$ cat config.mk
export PLATFORM = sky130hd
export DESIGN_NAME = mem_port_arbiter
export DESIGN_NICKNAME = d
export VERILOG_FILES = /design/src/rtl/mem_port_arbiter.sv
export SDC_FILE = /design/constraint.sdc
export NUM_CORES = 1
export LEC_CHECK = 0
export BUFFER_PORTS_ARGS = -buffer_cell sky130_fd_sc_hd__buf_4
export CORE_AREA = 2 2 203 205
export CTS_BUF_LIST = sky130_fd_sc_hd__clkbuf_2 sky130_fd_sc_hd__clkbuf_4 sky130_fd_sc_hd__clkbuf_8
export DETAILED_ROUTE_END_ITERATION = 6
export DIE_AREA = 0 0 205 207
export GPL_TIMING_DRIVEN = 0
export PLACE_DENSITY = 0.53
export SETUP_SLACK_MARGIN = 0.15
export SYNTH_ARGS = -nofsm -noshare
export SYNTH_HDL_FRONTEND = slang
export SYNTH_SLANG_ARGS = --single-unit
$ cat constraint.sdc
create_clock -name clk -period 24.9 [get_ports clk]
set_clock_uncertainty 0.15 [all_clocks]
set_input_delay 4.98 -clock clk [delete_from_list [all_inputs] [get_ports clk]]
set_output_delay 4.98 -clock clk [all_outputs]
set_load 0.005 [all_outputs]
$ cat src/rtl/mem_port_arbiter.sv
// ============================================================================
// mem_port_arbiter
// Shares one memory port between instruction fetch and data accesses.
// Optional build macro: MEM_ARB_ROUND_ROBIN_EN (alternating winners on conflict)
// Revision: 1.0
// ============================================================================
`default_nettype none

module mem_port_arbiter #(
    parameter int                ADDR_W       = 64,
    parameter int                DATA_W       = 64,
    parameter int                MEM_LATENCY  = 1,
    parameter int                STARVE_LIMIT = 4,
    parameter logic [ADDR_W-1:0] IDLE_ADDR    = 'h2000
) (
    input  logic              clk,
    input  logic              reset,
    input  logic              if_req,
    input  logic [ADDR_W-1:0] if_addr,
    output logic              if_gnt,
    output logic              if_rvalid,
    output logic [DATA_W-1:0] if_rdata,
    input  logic              d_req,
    input  logic              d_we,
    input  logic [ADDR_W-1:0] d_addr,
    input  logic [DATA_W-1:0] d_wdata,
    output logic              d_gnt,
    output logic              d_rvalid,
    output logic [DATA_W-1:0] d_rdata,
    output logic [ADDR_W-1:0] mem_addr,
    output logic              mem_we,
    output logic [DATA_W-1:0] mem_wdata,
    input  logic [DATA_W-1:0] mem_rdata,
    output logic              busy
);

    typedef enum logic [1:0] {
        ST_IDLE = 2'd0,
        ST_BUSY = 2'd1,
        ST_RESP = 2'd2
    } state_t;

    state_t            state_q, state_d;
    logic [3:0]        cnt_q, cnt_d;
    logic              first_q, first_d;
    logic              owner_q, owner_d;   // 1 = data side owns the access
    logic              we_q, we_d;
    logic [ADDR_W-1:0] addr_q, addr_d;
    logic [DATA_W-1:0] wdata_q, wdata_d;
    logic [DATA_W-1:0] if_rdata_q, if_rdata_d;
    logic [DATA_W-1:0] d_rdata_q, d_rdata_d;

    logic fetch_wins;
    logic grant_ok;

`ifdef MEM_ARB_ROUND_ROBIN_EN
    // 1 = data won the previous grant, so fetch takes the next conflict
    logic last_owner_q, last_owner_d;

    always_comb begin
        fetch_wins = if_req && (!d_req || last_owner_q);
    end

    always_comb begin
        last_owner_d = last_owner_q;
        if (if_gnt) begin
            last_owner_d = 1'b0;
        end else if (d_gnt) begin
            last_owner_d = 1'b1;
        end
    end

    always_ff @(posedge clk or posedge reset) begin
        if (reset) begin
            last_owner_q <= 1'b0;
        end else begin
            last_owner_q <= last_owner_d;
        end
    end
`else
    logic [3:0] starve_q, starve_d;

    always_comb begin
        fetch_wins = if_req && (!d_req || (starve_q == 4'(STARVE_LIMIT)));
    end

    always_comb begin
        starve_d = starve_q;
        if (if_gnt) begin
            starve_d = 4'd0;
        end else if (d_gnt && if_req && (starve_q != 4'(STARVE_LIMIT))) begin
            starve_d = starve_q + 4'd1;
        end
    end

    always_ff @(posedge clk or posedge reset) begin
        if (reset) begin
            starve_q <= 4'd0;
        end else begin
            starve_q <= starve_d;
        end
    end
`endif

    // Grants are combinational, so reset must mask them directly
    always_comb begin
        grant_ok = (state_q == ST_IDLE) && !reset;
        if_gnt   = grant_ok && fetch_wins;
        d_gnt    = grant_ok && d_req && !fetch_wins;
    end

    always_comb begin
        state_d    = state_q;
        cnt_d      = cnt_q;
        first_d    = first_q;
        owner_d    = owner_q;
        we_d       = we_q;
        addr_d     = addr_q;
        wdata_d    = wdata_q;
        if_rdata_d = if_rdata_q;
        d_rdata_d  = d_rdata_q;
        case (state_q)
            ST_IDLE: begin
                if (if_gnt || d_gnt) begin
                    state_d = ST_BUSY;
                    cnt_d   = 4'(MEM_LATENCY);
                    first_d = 1'b1;
                    owner_d = d_gnt;
                    we_d    = d_gnt && d_we;
                    addr_d  = d_gnt ? d_addr : if_addr;
                    wdata_d = (d_gnt && d_we) ? d_wdata : '0;
                end
            end
            ST_BUSY: begin
                first_d = 1'b0;
                cnt_d   = cnt_q - 4'd1;
                // <= 1 also guards an out-of-range latency of 0
                if (cnt_q <= 4'd1) begin
                    cnt_d   = 4'd0;
                    state_d = ST_RESP;
                    if (owner_q) begin
                        d_rdata_d = we_q ? '0 : mem_rdata;
                    end else begin
                        if_rdata_d = mem_rdata;
                    end
                end
            end
            ST_RESP: begin
                state_d = ST_IDLE;
            end
            default: begin
                state_d = ST_IDLE;
            end
        endcase
    end

    always_ff @(posedge clk or posedge reset) begin
        if (reset) begin
            state_q    <= ST_IDLE;
            cnt_q      <= 4'd0;
            first_q    <= 1'b0;
            owner_q    <= 1'b0;
            we_q       <= 1'b0;
            addr_q     <= '0;
            wdata_q    <= '0;
            if_rdata_q <= '0;
            d_rdata_q  <= '0;
        end else begin
            state_q    <= state_d;
            cnt_q      <= cnt_d;
            first_q    <= first_d;
            owner_q    <= owner_d;
            we_q       <= we_d;
            addr_q     <= addr_d;
            wdata_q    <= wdata_d;
            if_rdata_q <= if_rdata_d;
            d_rdata_q  <= d_rdata_d;
        end
    end

    always_comb begin
        busy      = (state_q != ST_IDLE);
        mem_addr  = (state_q == ST_IDLE) ? IDLE_ADDR : addr_q;
        mem_we    = (state_q == ST_BUSY) && first_q && we_q;
        mem_wdata = (state_q == ST_BUSY) ? wdata_q : '0;
        if_rvalid = (state_q == ST_RESP) && !owner_q;
        d_rvalid  = (state_q == ST_RESP) && owner_q;
        if_rdata  = if_rdata_q;
        d_rdata   = d_rdata_q;
    end

endmodule

`default_nettype wire

Word level (Yosys, flattened, before mapping)
Index checks and enable logic that the tools add are counted.
{"block": "word_totals", "ff_bits": 269, "output_inout_bits": 262}
{"block": "classes", "n_addsub": 2, "n_lt_le_gt_ge": 1, "n_eq_ne": 6, "n_mux": 15, "bitwise_logic": 1, "n_reduce_logical": 27}
{"operator": "$mux W64", "count": 5}
{"operator": "$mux W4", "count": 4}
{"operator": "$logic_and A1 B1 Y1", "count": 12}
{"operator": "$pmux W4 S2", "count": 1}
{"operator": "$reduce_and A2 Y1", "count": 3}
{"operator": "$reduce_and A3 Y1", "count": 2}
{"operator": "$reduce_bool A2 Y1", "count": 3}
{"operator": "$add A4 B1 Y4 const B", "count": 1}
{"operator": "$eq A4 B3 Y1 const B", "count": 1}
{"operator": "$le A4 B1 Y1 const B", "count": 1}
{"operator": "$logic_not A1 Y1", "count": 4}
{"operator": "$mux W2", "count": 2}
{"operator": "$ne A4 B3 Y1 const B", "count": 1}
{"operator": "$pmux W2 S2", "count": 1}
{"operator": "$sub A4 B1 Y4 const B", "count": 1}
{"operator": "$eq A2 B1 Y1 const B", "count": 1}
{"operator": "$eq A2 B2 Y1 const B", "count": 1}
{"operator": "$logic_not A2 Y1", "count": 1}
{"operator": "$logic_or A1 B1 Y1", "count": 2}
{"operator": "$ne A2 B1 Y1 const B", "count": 1}
{"operator": "$ne A2 B2 Y1 const B", "count": 1}
{"operator": "$pmux W1 S2", "count": 1}
{"operator": "$mux W1", "count": 1}
{"operator": "$not A1 Y1", "count": 1}

Depth between registers and ports, before layout
{"block": "logic_depth", "depth_word": 9, "mapped_depth": 7, "depth_no_buf": 5}

Least setup slack after synthesis
No wires, ideal clock.
{"block": "synth_timing", "path_type": "input port to output port", "from": "in reset", "to": "out if_gnt", "t_arrival_ns": 5.827, "required_ns": 19.770, "setup_slack_ns": 13.943, "path_stages": 2, "path_cell_list": "or4b_2 a21oi_1"}
{"block": "synth_between", "elab_chain_len": 3}
{"item": "start: declaration", "line_no": "17", "text": "input logic reset,"}
{"item": "$logic_not A1 Y1 (no source line)"}
{"item": "$logic_and A1 B1 Y1", "line_no": "107", "text": "grant_ok = (state_q == ST_IDLE) && !reset;"}
{"item": "$logic_and A1 B1 Y1", "line_no": "108", "text": "if_gnt = grant_ok && fetch_wins;"}
{"item": "end: declaration", "line_no": "20", "text": "output logic if_gnt,"}
Every way passes these cells.

Final worst setup path
{"block": "layout_timing", "from": "in if_req", "to": "out d_gnt"}
{"block": "layout_between", "elab_chain_len": 3}
{"item": "start: declaration", "line_no": "18", "text": "input logic if_req,"}
{"item": "$logic_and A1 B1 Y1", "line_no": "84", "text": "fetch_wins = if_req && (!d_req || (starve_q == 4'(STARVE_LIMIT)));"}
{"item": "$logic_not A1 Y1", "line_no": "109", "text": "d_gnt = grant_ok && d_req && !fetch_wins;"}
{"item": "$logic_and A1 B1 Y1", "line_no": "109"}
{"item": "end: declaration", "line_no": "27", "text": "output logic d_gnt,"}
Every way passes these cells.

==> out/results.txt <==
Status = finished clean
Die outline height = 207 µm
Drt first pass iters = 5
Adder-cell area share of the yosys netlist = 0.00399
Top-area cell type share of the netlist area = 0.536
Number of buffers added for setup after CTS = 0
Clock sink count = 269
Setup repair after global routing missed its margin = false
Die Footprint = 42400 µm²
Reg clk slew, reported paths = 0.06 ns
Reported net switching power = 777 µW
Final Hold Slack = 0.340 ns
Number of global-route vias before repair = 11300
Proportion of layout cells with a drive suffix above 1 = 0.464
Number of cells traversed by the worst register-to-register path = 6
Die width = 205 µm
Overflow left after global routing = 0
Period Utilization, post-route = 0.470
Yosys warnings = 0
Source of the worst hold timing path = wdata_q[55]
Sequential share of power = 0.333
Clock latency on the worst-skew pair = 0.61 ns
Top-level I/O count = 523
GRT Total Usage = 0.206
Switching fraction of total power = 0.342
Relative slew margins = 0.240
Fraction of the mapped netlist area in compound gates = 0.136
Routed wire per std cell = 20.4 µm
Largest net degree at the start of global routing = 104
Startpoint class of the critical path = primary input
Total Negative Setup Slacks = 0 ns
Post-synthesis simple-gate area fraction = 0.143
Netlist cell types = 42
Hold Path Depth = 1
Cell count after synthesis = 1077
Clk Tree Root Cell = clkbuf_8
DRC = 0
Detailed-route wire length = 45200 µm
Setup violations, final = 0
Routability cong. = 0.841
Syn-to-layout area delta = 45.8%
Post-synthesis xor/xnor area fraction = 0
Mean Syn Cell Area = 11.7 µm²
Total internal power = 1500 µW
Signal arrival time at the worst endpoint = 6.58 ns
Cts bufs inserted = 49
Nets = 1917
Dpl hpwl = 33300 µm
Core footprint = 40400 µm²
Mux contribution to synthesized area = 0.133
Clock Path Buffers = 3
Fin crit period = 11.71 ns
Worst-path fanout max = 10
Post-synth ARST share = 1.00
Final hold violation count = 0
Portion of the post-synthesis area used by sequential elements = 0.536
Global-route wire length before repair = 67700 µm
Hold-fix buffers, CTS = 0
Mapped cell area = 12600 µm²
Initial antenna violation count = 1
Number of buffer cells added on primary ports = 522
Routed via count divided by cell count = 4.85
Highest Clock Rate = 0.0854 GHz
Number of flops mapped to enable cells by yosys = 0
Hold path endpoint = wdata_q[55]
Part of the total power dissipated in the clock network = 0.202
Number of rows in the core area = 74
Worst Tran Pin Value = 1.13 ns
Register-to-register setup slack = 22.25 ns
Startpoint of the lowest-slack register-to-register path = cnt_q[0]
Terminus of the critical flop-to-flop path = if_rdata[5]
Power per cell area = 124 nW/µm²
Crit end category = output port
Most instantiated flip-flop cell in the synthesis netlist = dfrtp_1
Number of max-cap violations = 0
CTS tree = done
Largest family of logic cells by synthesized area = simple AND/OR/NAND/NOR gates
DR vias = 10800
Starting DRT DRC Count = 447
Biggest area contributors in the synthesized netlist = dfrtp_1 (54%), mux2_4 (7.2%), and2_1 (6.3%)
Quantity of gates resized following cts = 0
ANT nets after route = 0
Endpoint required time on the critical path = 19.77 ns
H-tree level count = 2
Synthesis-stage register bit count = 269
Critical path start-end classification = in -> out
Combinational cell fraction of total power = 0.464
Post-synth net total = 1342
Largest area contributor in the netlist = dfrtp_1
Worst IR drop on VDD = 0.0384 mV
Initial Utilization = 0.311
Kind of path behind the tightest hold check = reg -> reg
Static Leakage = 0.00883 µW
Final Slew Violations = 0
-- cell type report --
cell class | count | area, µm²
Antenna cell | 2 | 5.00
Multi-Input combinational cell | 699 | 5220
Clock buffer | 80 | 1020
Clock inverter | 8 | 71.3
Timing Repair Buffer | 524 | 3970
Inverter | 7 | 33.8
Buffer | 102 | 569
Tap cell | 532 | 666
Fill cell | 3901 | 22100
Sequential cell | 269 | 6730
-- per-layer routing --
layer  wire (µm)  GRT usage  vias up
met5           0          0        -
met4        1210     0.0605        0
met3        3940     0.0735       77
met2       21600      0.339      416
met1       18400      0.252     5281
li1            -          -     5003
-- kinds of logic (layout without fill, tap and decap cells) --
kind of cell	after synthesis	after routing
simple gates	295	295
compound gates	272	272
flops	269	269
mux	128	128
buf+inv	109	721
fa+ha+maj	4	4
other cells	0	2
-- layout by cell type (no fill, tap or decap), drive strengths merged, types with 2 or more instances in the layout --
master,count
a22o,64
and2,127
or4b,2
nor3,2
nor4b,2
dfrtp,269
o311ai,2
nor2,3
nor2b,65
inv,8
nand2b,2
clkinv,5
and3,3
diode,2
nand3,65
o211ai,4
buf,567
a21oi,66
o22ai,2
clkbuf,139
nand4,4
nand3b,2
a31oi,64
nor3b,2
mux2,128
nand4b,3
or2,2
ha,4
nand2,6
o21ai,67
or4,2
-- power groups by stage --
stage | registers (µW) | clock network [µW] | logic (µW)
6_report | 759 | 461 | 1060
5_1_grt | 783 | 496 | 1150
4_1_cts | 759 | 476 | 1070
3_5_place_dp | 762 | 0 | 1070
3_3_place_gp | 758 | 0 | 1060
2_1_floorplan | 746 | 0 | 553
-- worst max-delay path by stage --
stage | from | endpoint | depth (start not counted)
floorplan | reset | addr_q[0] | 1
global placement | reset | d_rdata[31] | 2
detailed placement | if_req | d_gnt | 6
CTS | if_req | d_gnt | 6
global route | if_req | d_gnt | 6
finish | if_req | d_gnt | 6
-- synth_stat cells, types with 3 or more instances --
cell type / count
buf_6: 8
nand4_1: 4
a31oi_1: 64
nor2_1: 3
nor2b_1: 65
a21oi_1: 66
buf_2: 23
nand4b_1: 3
mux2_2: 68
ha_1: 4
o211ai_1: 4
nand3_1: 65
and3_1: 3
nand2_1: 6
dfrtp_1: 269
mux2_4: 60
and2_1: 127
buf_1: 6
buf_12: 6
inv_1: 7
a22o_1: 64
o21ai_0: 67
clkbuf_1: 59
-- worst max-delay path, cell delays in order --
cell and delay [ns]:
buf_4 0.12, and4b_1 0.26, clkbuf_1 0.45, clkbuf_1 0.50, nor2_1 0.10, buf_4 0.15
-- registers in the layout, indices dropped and copies added, names as in the netlist --
| signal | count |
|---|---|
| addr_q | 64 |
| wdata_q | 64 |
| if_rdata | 64 |
| starve_q | 4 |
| owner_q | 1 |
| state_q | 2 |
| first_q | 1 |
| we_q | 1 |
| cnt_q | 4 |
| d_rdata | 64 |
-- through the flow --
stage / cell area, µm² / utilization / power, µW / worst slack (ns) / std cells
after floorplan: 12600 / - / 1300 / 12.36 / 1077
after global placement: 17100 / 0.424 / 1820 / 8.44 / 2131
after detailed placement: 17200 / 0.426 / 1830 / 13.20 / 2133
after CTS: 18300 / 0.453 / 2310 / 13.18 / 2221
after global routing: 18300 / 0.453 / 2430 / 13.09 / 2221
final: 18300 / 0.453 / 2280 / 13.19 / 2223
Power figures use the tool's default switching activity.
